[config.mk]
export PLATFORM = sky130hd
export DESIGN_NAME = sub4_seq
export DESIGN_NICKNAME = d
export VERILOG_FILES = /design/src/rtl/sub4_seq.sv
export SDC_FILE = /design/constraint.sdc
export NUM_CORES = 1
export LEC_CHECK = 0
export CORE_UTILIZATION = 51
export DETAILED_ROUTE_END_ITERATION = 7
export PLACE_DENSITY_LB_ADDON = 0.3
export SETUP_SLACK_MARGIN = 0.02
export SYNTH_ARGS = -nofsm -noshare
export SYNTH_HDL_FRONTEND = slang
export SYNTH_SLANG_ARGS = --single-unit
[constraint.sdc]
create_clock -name clk -period 6.8 [get_ports clk]
set_input_delay 0.68 -clock clk [delete_from_list [all_inputs] [get_ports clk]]
set_output_delay 0.68 -clock clk [all_outputs]
set_load 0.01 [all_outputs]
[src/rtl/sub4_seq.sv]
// sub4_seq -- sequential subtractor, DIFF = A - B - Bin, one SLICE-bit slice
// per clock, LSB slice first, with the borrow carried in a register.
//
// Ports
//   clk, rst_n          clock, asynchronous active-low reset
//   in_valid / in_ready operand handshake (in_ready high only in IDLE)
//   A, B, Bin           minuend, subtrahend, borrow in (sampled on accept)
//   out_valid/out_ready result handshake (out_valid high only in DONE)
//   DIFF, Bout          registered result and final borrow
module sub4_seq #(
    parameter int WIDTH = 4,
    parameter int SLICE = 2
) (
    input  logic             clk,
    input  logic             rst_n,
    input  logic             in_valid,
    output logic             in_ready,
    input  logic [WIDTH-1:0] A,
    input  logic [WIDTH-1:0] B,
    input  logic             Bin,
    output logic             out_valid,
    input  logic             out_ready,
    output logic [WIDTH-1:0] DIFF,
    output logic             Bout
);

    localparam int NSL = WIDTH / SLICE;
    localparam int KW  = (NSL > 1) ? $clog2(NSL) : 1;

    typedef enum logic [1:0] {S_IDLE, S_RUN, S_DONE} state_t;

    state_t           r_state;
    logic [WIDTH-1:0] r_a;
    logic [WIDTH-1:0] r_b;
    logic             r_borrow;
    logic [KW-1:0]    r_k;
    logic [WIDTH-1:0] r_diff;
    logic             r_bout;

    logic [SLICE-1:0] w_a_sl;
    logic [SLICE-1:0] w_b_sl;
    logic [SLICE:0]   w_sub;
    logic             w_last;

    // Current slice operands; borrow only comes from the register, so there
    // is no combinational ripple between slices.
    assign w_a_sl = r_a[r_k*SLICE +: SLICE];
    assign w_b_sl = r_b[r_k*SLICE +: SLICE];
    // One extra bit: a negative slice result wraps so its MSB is the borrow.
    assign w_sub  = {1'b0, w_a_sl} - {1'b0, w_b_sl} - {{SLICE{1'b0}}, r_borrow};
    assign w_last = (r_k == KW'(NSL - 1));

    always_ff @(posedge clk or negedge rst_n) begin
        if (!rst_n) begin
            r_state  <= S_IDLE;
            r_a      <= '0;
            r_b      <= '0;
            r_borrow <= 1'b0;
            r_k      <= '0;
            r_diff   <= '0;
            r_bout   <= 1'b0;
        end else begin
            case (r_state)
                S_IDLE: begin
                    if (in_valid) begin
                        r_a      <= A;
                        r_b      <= B;
                        r_borrow <= Bin;
                        r_k      <= '0;
                        r_diff   <= '0;
                        r_state  <= S_RUN;
                    end
                end
                S_RUN: begin
                    r_diff[r_k*SLICE +: SLICE] <= w_sub[SLICE-1:0];
                    r_borrow                   <= w_sub[SLICE];
                    r_k                        <= r_k + 1'b1;
                    if (w_last) begin
                        r_bout  <= w_sub[SLICE];
                        r_state <= S_DONE;
                    end
                end
                S_DONE: begin
                    if (out_ready) r_state <= S_IDLE;
                end
                default: r_state <= S_IDLE;
            endcase
        end
    end

    // Handshake flags come straight from state: no input-to-output path.
    assign in_ready  = (r_state == S_IDLE);
    assign out_valid = (r_state == S_DONE);
    assign DIFF      = r_diff;
    assign Bout      = r_bout;

endmodule

# [Word level (Yosys, flattened, before mapping)]
# Cells that the tools add are included.
# W data, S select, Z words.
[word_totals] ff_bits=17 input_bits=13 output_inout_bits=7 elab_cells=37
[classes] add_sub_neg=4 n_eq_ne=5 shifts=4 muxes=11 n_reduce_logical=6
[ops] cell="$neg A2 Y34" n=1
[ops] cell="$shift A2 B34 Y4 const A" n=1
[ops] cell="$shiftx A2 B34 Y4" n=1
[ops] cell="$pmux W4 S2" n=1
[ops] cell="$shiftx A4 B3 Y2" n=2
[ops] cell="$mux W2" n=3
[ops] cell="$pmux W2 S3" n=1
[ops] cell="$reduce_and A2 Y1" n=3
[ops] cell="$bwmux W4" n=1
[ops] cell="$mux W4" n=1
[ops] cell="$ne A2 B2 Y1 const B" n=2
[ops] cell="$pmux W1 S2" n=2
[ops] cell="$reduce_and A3 Y1" n=1
[ops] cell="$sub A2 B2 Y3" n=1
[ops] cell="$sub A3 B1 Y3" n=1
[ops] cell="$eq A2 B1 Y1 const B" n=1
[ops] cell="$eq A2 B2 Y1 const B" n=1
[ops] cell="$logic_not A2 Y1" n=1
[ops] cell="$mux W1" n=2
[ops] cell="$ne A2 B1 Y1 const B" n=1
[ops] cell="$reduce_bool A2 Y1" n=1
[ops] cell="$add A1 B1 Y1 const B" n=1

# [Depth between registers and ports, before layout]
[depth] depth_word=6 mapped_depth=6 depth_no_buf=5

# [Worst setup path after synthesis]
# OpenSTA, ideal clock, no wires.
[synth_timing] path_type="flip-flop to flip-flop" from="register r_k" to="register r_diff[1] (netlist: DIFF[1])" setup_ps=126 arrival_ps=2111 t_required_ps=6674 setup_slack_ps=4563 stages_incl_launch_ff=7 n_path_buf=1 period_less_slack_ps=2237 path_cell_list="dfrtp_1 > buf_2 > mux2_2 > fa_1 > fa_1 > nor2_1 > a221o_1"
[synth_between] elab_chain_cells=6 elab_cells_between_ends=9 cone_classes="add/sub: 3; shift: 4; mux: 2"
[synth_rtl] element="from (decl)" line="36" text="logic [KW-1:0] r_k;"
[synth_rtl] element="from (signal assigned)" line="77" text="r_k <= r_k + 1'b1;"
[synth_rtl] element="$shiftx A4 B3 Y2 (on tied branches)" line="47, 48"
[synth_rtl] element="$sub A2 B2 Y3" line="50" text="assign w_sub = {1'b0, w_a_sl} - {1'b0, w_b_sl} - {{SLICE{1'b0}}, r_borrow};"
[synth_rtl] element="$sub A3 B1 Y3" line="50"
[synth_rtl] element="$shiftx A2 B34 Y4" line="75" text="r_diff[r_k*SLICE +: SLICE] <= w_sub[SLICE-1:0];"
[synth_rtl] element="$bwmux W4 (*)" line="75"
[synth_rtl] element="$pmux W4 S2 (*)" line="63" text="case (r_state)"
[synth_rtl] element="to (signal, indexed assignment)" line="75"
[synth_rtl] element="to (decl)" line="37" text="logic [WIDTH-1:0] r_diff;"
# Mark *: on every way between the ends. The rest lies on a longest branch, timed or not.
# A chain may end at the register's enable or synchronous reset.

# [Worst setup path after layout]
[layout_timing] from="register r_state[0]" to="output out_valid"
[layout_between] elab_chain_cells=1
[layout_rtl] element="from (decl)" line="32" text="state_t r_state;"
[layout_rtl] element="from (signal assigned)" line="55" text="r_state <= S_IDLE;"
[layout_rtl] element="from (signal assigned)" line="71" text="r_state <= S_RUN;"
[layout_rtl] element="from (signal assigned)" line="80" text="r_state <= S_DONE;"
[layout_rtl] element="$eq A2 B2 Y1" line="93" text="assign out_valid = (r_state == S_DONE);"
[layout_rtl] element="to (decl)" line="21" text="output logic out_valid,"
# Every way passes these cells.

==> summary.md <==
| Metric | Value |
|---|---|
| Final GP Congestion | `around 0.76` |
| Total wire length | `1510 µm` |
| IO Pins | `20` |
| Post-CTS setup buffer count | `0` |
| CTS H-tree lvls | `1` |
| Setup TNS | `0 ns` |
| Cell taking the most area after synthesis | `dfrtp_1` |
| DRC violations left | `0` |
| Final setup fails | `0` |
| Worst-Margin Slew | `between 0.7 and 0.8 ns` |
| Fin crit share | `35.8%` |
| Critical Path End Type | `output pin` |
| DP Wirelength | `approximately 1100 µm` |
| Slew Limit Fails | `0` |
| Fillers | `about 110` |
| Reg clk slew, reported paths | `0.10 ns` |
| Minimum clock period | `between 2 and 2.5 ns` |
| Yosys cell types | `24` |
| All-layer global routing usage | `20.4%` |
| Critical path startpoint | `r_state[0]$_DFFE_PN0P_` |
| Per-cell routed wire length | `about 16 µm` |
| Core Rows | `14` |
| Final Hold Vio Count | `0` |
| Max Cap Viol | `0` |
| Critical path arrival | `~1.8 ns` |
| Final core occ | `about 69%` |
| Pre-CTS setup slack | `around 4.4 ns` |
| Antenna diodes | `0` |
| Vias in the first global route | `a little under 600` |
| Nets | `just under 100` |
| Maximum clock insertion buffer count | `2` |
| Buf/Inv on CP | `2` |
| Worst slew margin | `roughly half` |
| Pre-antenna DRT Iters | `4` |
| Cell count after synthesis | `61` |
| ANT nets after route | `0` |
| Die X | `42.5 µm` |
| Initial antenna violation count | `0` |
| Worst flop-to-flop path startpoint | `r_k$_DFFE_PN0P_` |
| Cell Area, Synth | `approximately 840 µm²` |
| CP Launch Type | `register` |
| Clock Skew | `just under 0.007 ns` |
| Worst-path maximum fanout | `15` |
| Layout area overhead | `25.8%` |
| CP max-delay cell | `dfrtp_1` |
| Design area | `~1100 µm²` |
| Max VDD drop | `~0.25 mV` |
| CTS Buf Count | `3` |
| Cell Chain, Critical Path | `or2b_1, inv_1, clkdlybuf4s50_1` |
| Post-CTS sizing | `0` |
| Register area share after synthesis | `50.7%` |
| Req. time, crit path | `6.12 ns` |
| Pwr/cell area | `roughly 470 nW/µm²` |
| Hold crit path type | `reg -> reg` |
| Max stage delay on crit path | `roughly 0.55 ns` |
| PnR worst setup slack | `4.36 ns` |
| Placed Area | `between 1000 and 1500 µm²` |
| Synth Warn # | `0` |
| Status | `finished, final reports clean` |
| Flops & latches, synth | `17` |
| Layout cells sized above 1 | `21.0%` |
| Die Span Y | `between 40 and 50 µm` |
| Hold WS | `between 0.5 and 0.6 ns` |
| Syn Area/Cell | `roughly 14 µm²` |
| Routed via count | `~560` |
| First-pass GRT wire length | `around 2700 µm` |
| Initial detailed-routing violation count | `23` |
| GRT overflow | `0` |
| Hold-fix buffers at CTS | `0` |
| CTS tree | `done` |
| Achievable Freq | `411 MHz` |
| Core box area | `approximately 1500 µm²` |
| Sink Count | `17` |
| Initial Utilization | `~55%` |
| IO Port Bufs | `19` |
| RSZ-0062 raised after global routing | `false` |
| Vias per cell | `a little under 6` |
| Synth top area cells | `dfrtp_1 (51%), mux2_2 (12%), a221o_1 (4.8%)` |
| Leakage | `0.458 nW` |
| Worst skew pair latency | `approximately 0.29 ns` |
| Crit Path Class | `reg -> out` |
| Synth top area share | `50.7%` |
| Top Family by Delay on Critical Path | `buffers and inverters` |
| Synthesized Nets | `76` |
| Largest net degree at the start of global routing | `18` |
| Die Area | `around 1800 µm²` |
| Root Buffer | `clkbuf_4` |
| Hold Startpoint | `r_a[1]$_DFFE_PN0P_` |
worst paths after layout:
path | end | slack, ns | cells past startpoint
max | out_valid | 4.36 | 3
max in group asynchronous | r_b[3]$_DFFE_PN0P_ | 5.51 | 1
min in group asynchronous | DIFF[1]$_DFFE_PN0P_ | 0.82 | 1
min reg2reg | r_a[1]$_DFFE_PN0P_ | 0.50 | 1
max reg2reg | DIFF[3]$_DFFE_PN0P_ | 4.41 | 5
min | r_a[1]$_DFFE_PN0P_ | 0.50 | 1
synth_stat cells:
cell type and count:
and3b_1 2, nor3b_4 1, clkbuf_2 1, nand3b_1 1, buf_6 1, nor2_1 3
o21bai_1 1, o221a_2 1, mux2i_1 3, nand2b_1 1, or4b_1 1, inv_1 1
mux2_1 2, buf_2 1, a221o_1 4, dfrtp_1 17, mux2_2 9, fa_1 2
o21ba_2 2, and3_1 2, nor2b_1 2, o21ai_0 1, or2b_1 1, and2_1 1
layout by cell type (no fill, tap or decap):
master and instances:
mux2_2 9, nor3b_4 1, nor2_1 3, nor2b_1 2
mux2i_1 3, o221a_2 1, mux2_1 2, o21ai_0 1
or2b_1 1, clkinv_2 1, clkdlybuf4s50_1 19, dfrtp_1 17
or4b_1 1, nand2b_1 1, inv_1 1, and3b_1 2
nand3b_1 1, o21bai_1 1, clkbuf_4 3, fa_1 2
o21ba_2 2, and2_1 1, a221o_1 4, and3_1 2
worst reg2reg max path, stage by stage (launching register included):
cell and delay (ns):
dfrtp_1 0.60, mux2_2 0.40, fa_1 0.41, fa_1 0.51, nor2_1 0.05, a221o_1 0.30
area by class of cell:
class	instances	area [µm²]	share of cell area, %
clock inverter	1	5.00	0.474
inverter	1	3.75	0.356
tap	16	20.0	1.90
timing repair buffer	19	190	18.0
sequential	17	425	40.3
multi-input combinational	40	388	36.8
clock buffer	3	22.5	2.14
state kept, by name, indices dropped and copies added, names as in the netlist:
signal and cells:
Bout 1, DIFF 4, r_a 4, r_b 4, r_borrow 1, r_k 1, r_state 2
report_power, final:
part,total [mW],switching (mW),internal [mW]
combinational,0.238,0.0963,0.142
sequential,0.200,0.0506,0.149
clock,0.0537,0.0318,0.0219
total,0.492,0.179,0.313
per-stage QoR:
step	instances	total power [mW]
floorplan	61	0.369
global placement	93	0.429
detailed placement	93	0.440
CTS	97	0.496
global route	97	0.532
finish	97	0.492
cells by family after synthesis:
family / synth area share (%)
buffers and inverters: 2.98
AO/OA/AOI/OAI: 10.0
AND/OR/NAND/NOR: 13.1
adder cells (fa/ha/maj): 4.78
multiplexers: 18.4
flip-flops: 50.7
metal layers:
| metal | vias up | part of all wire, % | track usage (%) |
|---|---|---|---|
| met5 | - | 0 | 0 |
| met2 | 18 | 50 | 33.2 |
| met3 | 6 | 4.2 | 2.59 |
| met4 | 0 | 3.2 | 13.8 |
| met1 | 271 | 43 | 25.1 |
| li1 | 267 | - | - |
Power figures use the tool's default switching activity.
